<file path="src/rtl/obi_pkg.sv">
// OBI bus request/response types shared by the system bus and peripheral ports.
package obi_pkg;

    typedef struct packed {
        logic        req;
        logic        we;
        logic [3:0]  be;
        logic [31:0] addr;
        logic [31:0] wdata;
    } obi_req_t;

    typedef struct packed {
        logic        gnt;
        logic        rvalid;
        logic [31:0] rdata;
    } obi_resp_t;

endpackage

</file>
<file path="src/rtl/periph_obi_guard_pkg.sv">
// Shared definitions for the peripheral OBI guard: FSM states, the default
// error read data and the timeout counter width helper.
package periph_obi_guard_pkg;

    typedef enum logic [1:0] {
        IDLE  = 2'd0,
        WAIT  = 2'd1,
        DRAIN = 2'd2
    } guard_state_e;

    localparam logic [31:0] ERR_RDATA_DEFAULT = 32'hBADCAB1E;

    // Bits needed to hold a count from 0 up to and including timeout_cycles.
    function automatic int unsigned cnt_width(input int unsigned timeout_cycles);
        return $clog2(timeout_cycles + 1);
    endfunction

endpackage

</file>
<file path="src/rtl/periph_obi_guard_timer.sv">
// Response-phase cycle counter for the peripheral OBI guard.
// Loaded with 1 on the request handshake, incremented once per waiting cycle,
// and flags when it has reached TIMEOUT_CYCLES.
module periph_obi_guard_timer
    import periph_obi_guard_pkg::*;
#(
    parameter int unsigned TIMEOUT_CYCLES = 256
) (
    input  logic clk_i,
    input  logic rst_ni,
    input  logic load_i,
    input  logic inc_i,
    output logic expired_o
);

    localparam int unsigned CntW = cnt_width(TIMEOUT_CYCLES);

    logic [CntW-1:0] count;

    // Load takes priority so a new transaction always restarts from 1.
    always_ff @(posedge clk_i or negedge rst_ni) begin
        if (!rst_ni) begin
            count <= '0;
        end else if (load_i) begin
            count <= CntW'(1);
        end else if (inc_i) begin
            count <= count + 1'b1;
        end
    end

    // Terminal-count compare.
    always_comb begin
        expired_o = (count == CntW'(TIMEOUT_CYCLES));
    end

endmodule

</file>
<file path="src/rtl/periph_obi_guard.sv">
// Peripheral OBI guard: allows one outstanding transaction to the peripheral
// subsystem and, when PERIPH_OBI_GUARD_TIMEOUT_EN is defined, answers a
// transaction that never gets its response with ERR_RDATA after
// TIMEOUT_CYCLES, then swallows the late genuine response in DRAIN.
// Without PERIPH_OBI_GUARD_TIMEOUT_EN the guard only serialises transactions.
module periph_obi_guard
    import obi_pkg::*;
    import periph_obi_guard_pkg::*;
#(
    parameter int unsigned TIMEOUT_CYCLES = 256,
    parameter logic [31:0] ERR_RDATA      = ERR_RDATA_DEFAULT
) (
    input  logic       clk_i,
    input  logic       rst_ni,
    input  obi_req_t   slave_req_i,
    output obi_resp_t  slave_resp_o,
    output obi_req_t   master_req_o,
    input  obi_resp_t  master_resp_i,
    input  logic       clear_i,
    output logic       timeout_irq_o,
    output logic [7:0] timeout_count_o
);

    guard_state_e state;
    guard_state_e state_next;
    logic         handshake;
    logic         timeout_fire;

    assign handshake = (state == IDLE) && slave_req_i.req && master_resp_i.gnt;

`ifdef PERIPH_OBI_GUARD_TIMEOUT_EN
    logic       expired;
    logic       irq;
    logic [7:0] count;

    periph_obi_guard_timer #(
        .TIMEOUT_CYCLES(TIMEOUT_CYCLES)
    ) u_timer (
        .clk_i    (clk_i),
        .rst_ni   (rst_ni),
        .load_i   (handshake),
        .inc_i    ((state == WAIT) && !master_resp_i.rvalid && !expired),
        .expired_o(expired)
    );

    // A genuine response in the terminal cycle wins over the timeout.
    assign timeout_fire = (state == WAIT) && expired && !master_resp_i.rvalid;

    // Sticky flag: a timeout in the same cycle as a clear keeps it set.
    always_ff @(posedge clk_i or negedge rst_ni) begin
        if (!rst_ni) begin
            irq <= 1'b0;
        end else if (timeout_fire) begin
            irq <= 1'b1;
        end else if (clear_i) begin
            irq <= 1'b0;
        end
    end

    // Saturating count of forced responses, independent of clear_i.
    always_ff @(posedge clk_i or negedge rst_ni) begin
        if (!rst_ni) begin
            count <= '0;
        end else if (timeout_fire && (count != 8'hFF)) begin
            count <= count + 8'd1;
        end
    end

    assign timeout_irq_o   = irq;
    assign timeout_count_o = count;
`else
    logic unused_cfg;

    assign timeout_fire    = 1'b0;
    assign timeout_irq_o   = 1'b0;
    assign timeout_count_o = '0;
    assign unused_cfg      = clear_i ^ (TIMEOUT_CYCLES == 0);
`endif

    // FSM state register.
    always_ff @(posedge clk_i or negedge rst_ni) begin
        if (!rst_ni) begin
            state <= IDLE;
        end else begin
            state <= state_next;
        end
    end

    // Request gating, response steering and next-state selection.
    always_comb begin
        master_req_o = slave_req_i;
        slave_resp_o = '0;
        state_next   = state;
        case (state)
            IDLE: begin
                slave_resp_o.gnt = master_resp_i.gnt;
                if (handshake) begin
                    state_next = WAIT;
                end
            end
            WAIT: begin
                master_req_o.req = 1'b0;
                if (master_resp_i.rvalid) begin
                    slave_resp_o.rvalid = 1'b1;
                    slave_resp_o.rdata  = master_resp_i.rdata;
                    state_next          = IDLE;
                end else if (timeout_fire) begin
                    slave_resp_o.rvalid = 1'b1;
                    slave_resp_o.rdata  = ERR_RDATA;
                    state_next          = DRAIN;
                end
            end
            DRAIN: begin
                master_req_o.req = 1'b0;
                if (master_resp_i.rvalid) begin
                    state_next = IDLE;
                end
            end
            default: begin
                state_next = IDLE;
            end
        endcase
    end

endmodule

</file>
<file path="config.mk">
export PLATFORM = sky130hd
export DESIGN_NAME = periph_obi_guard
export DESIGN_NICKNAME = d
export VERILOG_FILES = /design/src/rtl/obi_pkg.sv /design/src/rtl/periph_obi_guard_pkg.sv /design/src/rtl/periph_obi_guard_timer.sv /design/src/rtl/periph_obi_guard.sv
export SDC_FILE = /design/constraint.sdc
export NUM_CORES = 1
export LEC_CHECK = 0
export CAP_MARGIN = 5
export CORE_AREA = 2 2 86 88
export CTS_CLUSTER_DIAMETER = 150
export DETAILED_ROUTE_END_ITERATION = 6
export DIE_AREA = 0 0 88 90
export PLACE_DENSITY = 0.76
export SLEW_MARGIN = 10
export SYNTH_ARGS = -nofsm -noshare
export SYNTH_HDL_FRONTEND = slang
export SYNTH_SLANG_ARGS = --single-unit
</file>
<file path="constraint.sdc">
create_clock -name clk_i -period 1 [get_ports clk_i]
set_input_delay 0.2 -clock clk_i [delete_from_list [all_inputs] [get_ports clk_i]]
set_output_delay 0.2 -clock clk_i [all_outputs]
set_load 0.01 [all_outputs]
</file>
* Yosys cells after proc, flatten, opt, wreduce, memory -nomap -nowiden
Cells that the tools add are included.
Widths: inputs -> output; s select.
** Operators by class
- Div/mod/pow operators :: 0
- $lt $le $gt $ge :: 0
- Reductions and logical operators :: 5
- Bitwise operators :: 0
- Shifts and indexed selects :: 0
- Add/sub/neg operators :: 0
- Mux-type cells :: 7
- Multipliers :: 0
- Equal/unequal tests :: 4
** Operators with widths (number)
- $mux 33 :: 2
- $mux 2 :: 2
- $pmux 2 s2 :: 1
- $eq 2x1->1 const B :: 1
- $eq 2x2->1 const B :: 1
- $logic_and 1x1->1 :: 2
- $logic_not 2->1 :: 1
- $mux 1 :: 2
- $ne 2x1->1 const B :: 1
- $ne 2x2->1 const B :: 1
- $reduce_and 2->1 :: 1
- $reduce_or 2->1 :: 1
** Storage, ports and cells
- Input bits :: 107
- Latch bits :: 0
- Memory bits (writable) :: 0
- Memory bits (read-only) :: 0
- Flip-flop bits (word level) :: 2
- Output and inout bits :: 113
- Memories kept :: 0

* Depth between registers and ports, before layout
Gate-level depths: netlist of the first run.
- Depth in word-level cells :: 5
- Gate-level depth with buffers :: 2

* Worst setup path after synthesis of the first run
No wires, ideal clock.
- Path type :: register to output
- Start :: register state[0]
- End :: output port slave_resp_o[0] in the netlist's numbering
- Data arrival time :: 0.802 ns
- Slack :: -0.002 ns
- Required time :: 0.800 ns
- Path buffers :: 1
- Stages on the path, launching flop included :: 3
- Cells stage by stage :: dfrtp_1 > buf_6 > and3_1
** RTL lines
- start, declared :: line periph_obi_guard.sv:24 : guard_state_e state;
- start signal, assigned :: line periph_obi_guard.sv:85 : state <= state_next;
- end, declared :: line periph_obi_guard.sv:16 : output obi_resp_t slave_resp_o,

==> results.txt, run 1 <==
----------------------------------------------------
[Status]
  Run status ... finished with violations
  Failing checks ... setup timing

[Timing]
  Final-report max-slew violation count ... 0
  Highest achievable clock rate ... 888.9 MHz
  Final critical path time including I/O delays and setup ... 1.125 ns
  Setup repair after global routing missed its margin ... true
  Final hold viol count ... 0
  Final setup fails ... 35
  Final critical-path share of the clock period ... 1.125
  Smallest setup slack after layout ... -0.1249 ns
  Clock skew ... 0 ns

[Synthesis]
  Asr flop ratio synth ... 1.000
  Top cells by count, synth ... 78 x sky130_fd_sc_hd__buf_4, 29 x sky130_fd_sc_hd__and3_1, 3 x sky130_fd_sc_hd__and3_2, 3 x sky130_fd_sc_hd__buf_6, 2 x sky130_fd_sc_hd__clkbuf_1
  Cells after synthesis ... 123
  Number of distinct library cells after synthesis ... 13
  Flip-flop and latch count after synthesis ... 1
  Top FF cell, synth ... sky130_fd_sc_hd__dfrtp_1
  Synth top area cells ... sky130_fd_sc_hd__buf_4 65%, sky130_fd_sc_hd__and3_1 20%, sky130_fd_sc_hd__buf_6 3.7%, sky130_fd_sc_hd__dfrtp_1 2.8%, sky130_fd_sc_hd__and3_2 2.5%
  Dominant cell type by area after synthesis ... sky130_fd_sc_hd__buf_4
  Summed instance area of the synthesized netlist ... 902.1 um^2
  Share of the yosys chip area belonging to registers ... 0.02774
  Cell with the most instances after synthesis ... sky130_fd_sc_hd__buf_4
  Warnings, synthesis ... 0
  Top-area cell type share of the netlist area ... 0.6491
  Mean post-synth cell area ... 7.334 um^2
  Number of enable-type register cells in the synthesized netlist ... 0

[Power and ir drop]
  Power per Cell Area ... 441.4 mW/mm^2
  Static Leak ... 0.6704 nW
  Worst ir drop on vdd ... 0.0001170 V

[Setup path]
  Element type at the critical path start ... flop
  Critical path endpoint category ... primary output
  Arrival @ worst endpoint ... 0.92 ns
  Worst r2r src ... state[0]$_DFFE_PN0P_
  Largest fanout on the critical path ... 19
  Critical path data required time ... 0.80 ns
  Launching element of the worst setup path ... state[0]$_DFFE_PN0P_
  Worst setup path category ... flop to primary output

[Route]
  Final wirelength ... 3508 um
  Via-to-Cell Ratio ... 3.413
  Number of DRC markers after the initial detailed-route iteration ... 10
  Number of optimization iterations in the first detailed-route pass ... 2
  Via count of the routed design ... 761
  Final routed wire length divided by cell count ... 15.73 um
  DRC ... 0
  Remaining antenna violation count after routing ... 0

[Layout]
  Area delta synth->final ... 29.82%
  Flip-flop count of the largest register, all copies and words added ... 1
  Antenna cells ... 0
  Largest register by flop count ... state
  Core utilization of the finished layout ... 0.1668
  Registers with the highest flip-flop counts ... state (1)
  Number of cells in the finished layout apart from fillers ... 223
  Fin nets ... 233
  Number of filler cells placed in the layout ... 817
  Fraction of layout instances using a drive strength above 1 ... 0.4677

[Clock network]
  Post-CTS setup-driven buffer insertion count ... 0
  Clock slew seen by the registers of the worst setup and hold paths ... 0 ns
  CTS hold repair buffers ... 0
  Clock latency on the worst-skew pair ... 0 ns

[Die]
  Initial core utilization ... 0.1285
  Core Region ... 0.007020 mm^2
  Top-level port count ... 220
  Die area ... 0.007920 mm^2
  DIE WIDTH ... 88 um
  Die Height ... 90 um
  Num rows ... 31

[Hold path]
  Worst hold-check path type ... primary input to asynchronous set/reset pin

[Global routing]
  Pin count of the biggest net entering global routing ... 20
  Number of antenna violations at the first check in global routing ... 1
  Gr ovfl total ... 0
  Vias in the first global route ... 870
  Global routing usage summed across all routing layers ... 0.08246
  Wire length of the first global-routing pass ... 4981 um

[Placement]
  Count of input and output buffers ... 71
  Placed wire-length estimate after detailed placement ... 2664 um
  Placed instance count ... 221
  Routability congestion estimate ... 0.6417

[Run]
  Number of maximum-capacitance constraint violations ... 0

----------------------------------------------------
==> per-layer routing <==
metal  track usage  part of all wire
met1       0.07887              0.30
met2        0.1319              0.44
met3       0.03030              0.16
met4       0.07821              0.10
met5             0            0.0031
==> where the power goes <==
part	switching [mW]	internal, mW	total, mW	leakage [nW]
sequential	0.0111	0.0467	0.0578	0.0114
combinational	0.187	0.272	0.459	0.659
clock	0	0	0	0
==> final timing paths <==
| path | to | slack [ns] | cells after the start |
|---|---|---|---|
| max in group asynchronous | state[0]$_DFFE_PN0P_ | 0.54 | 1 |
| min | state[0]$_DFFE_PN0P_ | 0.35 | 1 |
| max reg2reg | state[0]$_DFFE_PN0P_ | 0.04 | 2 |
| max | slave_resp_o[33] | -0.12 | 3 |
| min reg2reg | state[0]$_DFFE_PN0P_ | 0.77 | 2 |
| min in group clk_i | master_req_o[28] | 0.40 | 0 |
==> layout by cell type, fill, tap and decap left out, drive strengths merged, types with 2 or more instances in the layout <==
master / netlist / layout
dlymetal6s2s: 0 / 2
buf: 82 / 42
clkdlybuf4s50: 0 / 6
conb: 1 / 9
and3: 32 / 32
dlygate4sd2: 0 / 27
==> cells by family after synthesis <==
logic type | share of synthesized area
DFF | 0.02773
other | 0.004157
and+or+nand+nor | 0.2538
buffers and inverters | 0.7046
AOI/OAI and AO/OA | 0.009711
==> metrics by stage <==
| stage | TNS [ns] | setup slack, ns | power (mW) | hold WS (ns) | area [um^2] |
|---|---|---|---|---|---|
| finish | -3.223 | -0.1249 | 0.5170 | 0.3499 | 1171 |
| detailed placement | -27.23 | -0.8272 | 0.5326 | 0.3514 | 1191 |
| global route | -4.390 | -0.1622 | 0.5554 | 0.3678 | 1171 |
| global placement | -26.79 | -0.8096 | 0.5297 | 0.3504 | 1191 |
| floorplan | 0 | 0.02521 | 0.5306 | -0.09559 | 933.4 |
| CTS | -3.665 | -0.1275 | 0.5104 | 0.3527 | 1131 |
==> layout make-up <==
cell class | instances | area, um^2 | area share
repair buffers | 77 | 691.9 | 0.5908
multi-input cells | 45 | 325.3 | 0.2778
flip-flops and latches | 1 | 26.28 | 0.02244
well taps | 99 | 123.9 | 0.1058
inverters | 1 | 3.754 | 0.003205
==> what timing repair did <==
action | 4_1_cts | 5_1_grt
resized for setup | 196 | 10
setup endpoints to repair | 36 | 36
cloned | 2 | 0
pin swaps | 18 | 9
==> critical path, stage by stage, from the launching register on <==
cell,delay (ns)
sky130_fd_sc_hd__dfrtp_2,0.42
sky130_fd_sc_hd__buf_12,0.16
sky130_fd_sc_hd__and2b_2,0.22
sky130_fd_sc_hd__buf_6,0.12
Power figures use the tool's default switching activity.
==> run 2, diff against run 1 <==
ABC_AREA = 0   (was default)
==> results of run 2 <==
Final layout, timing and power as in run 1 (identical DEF).
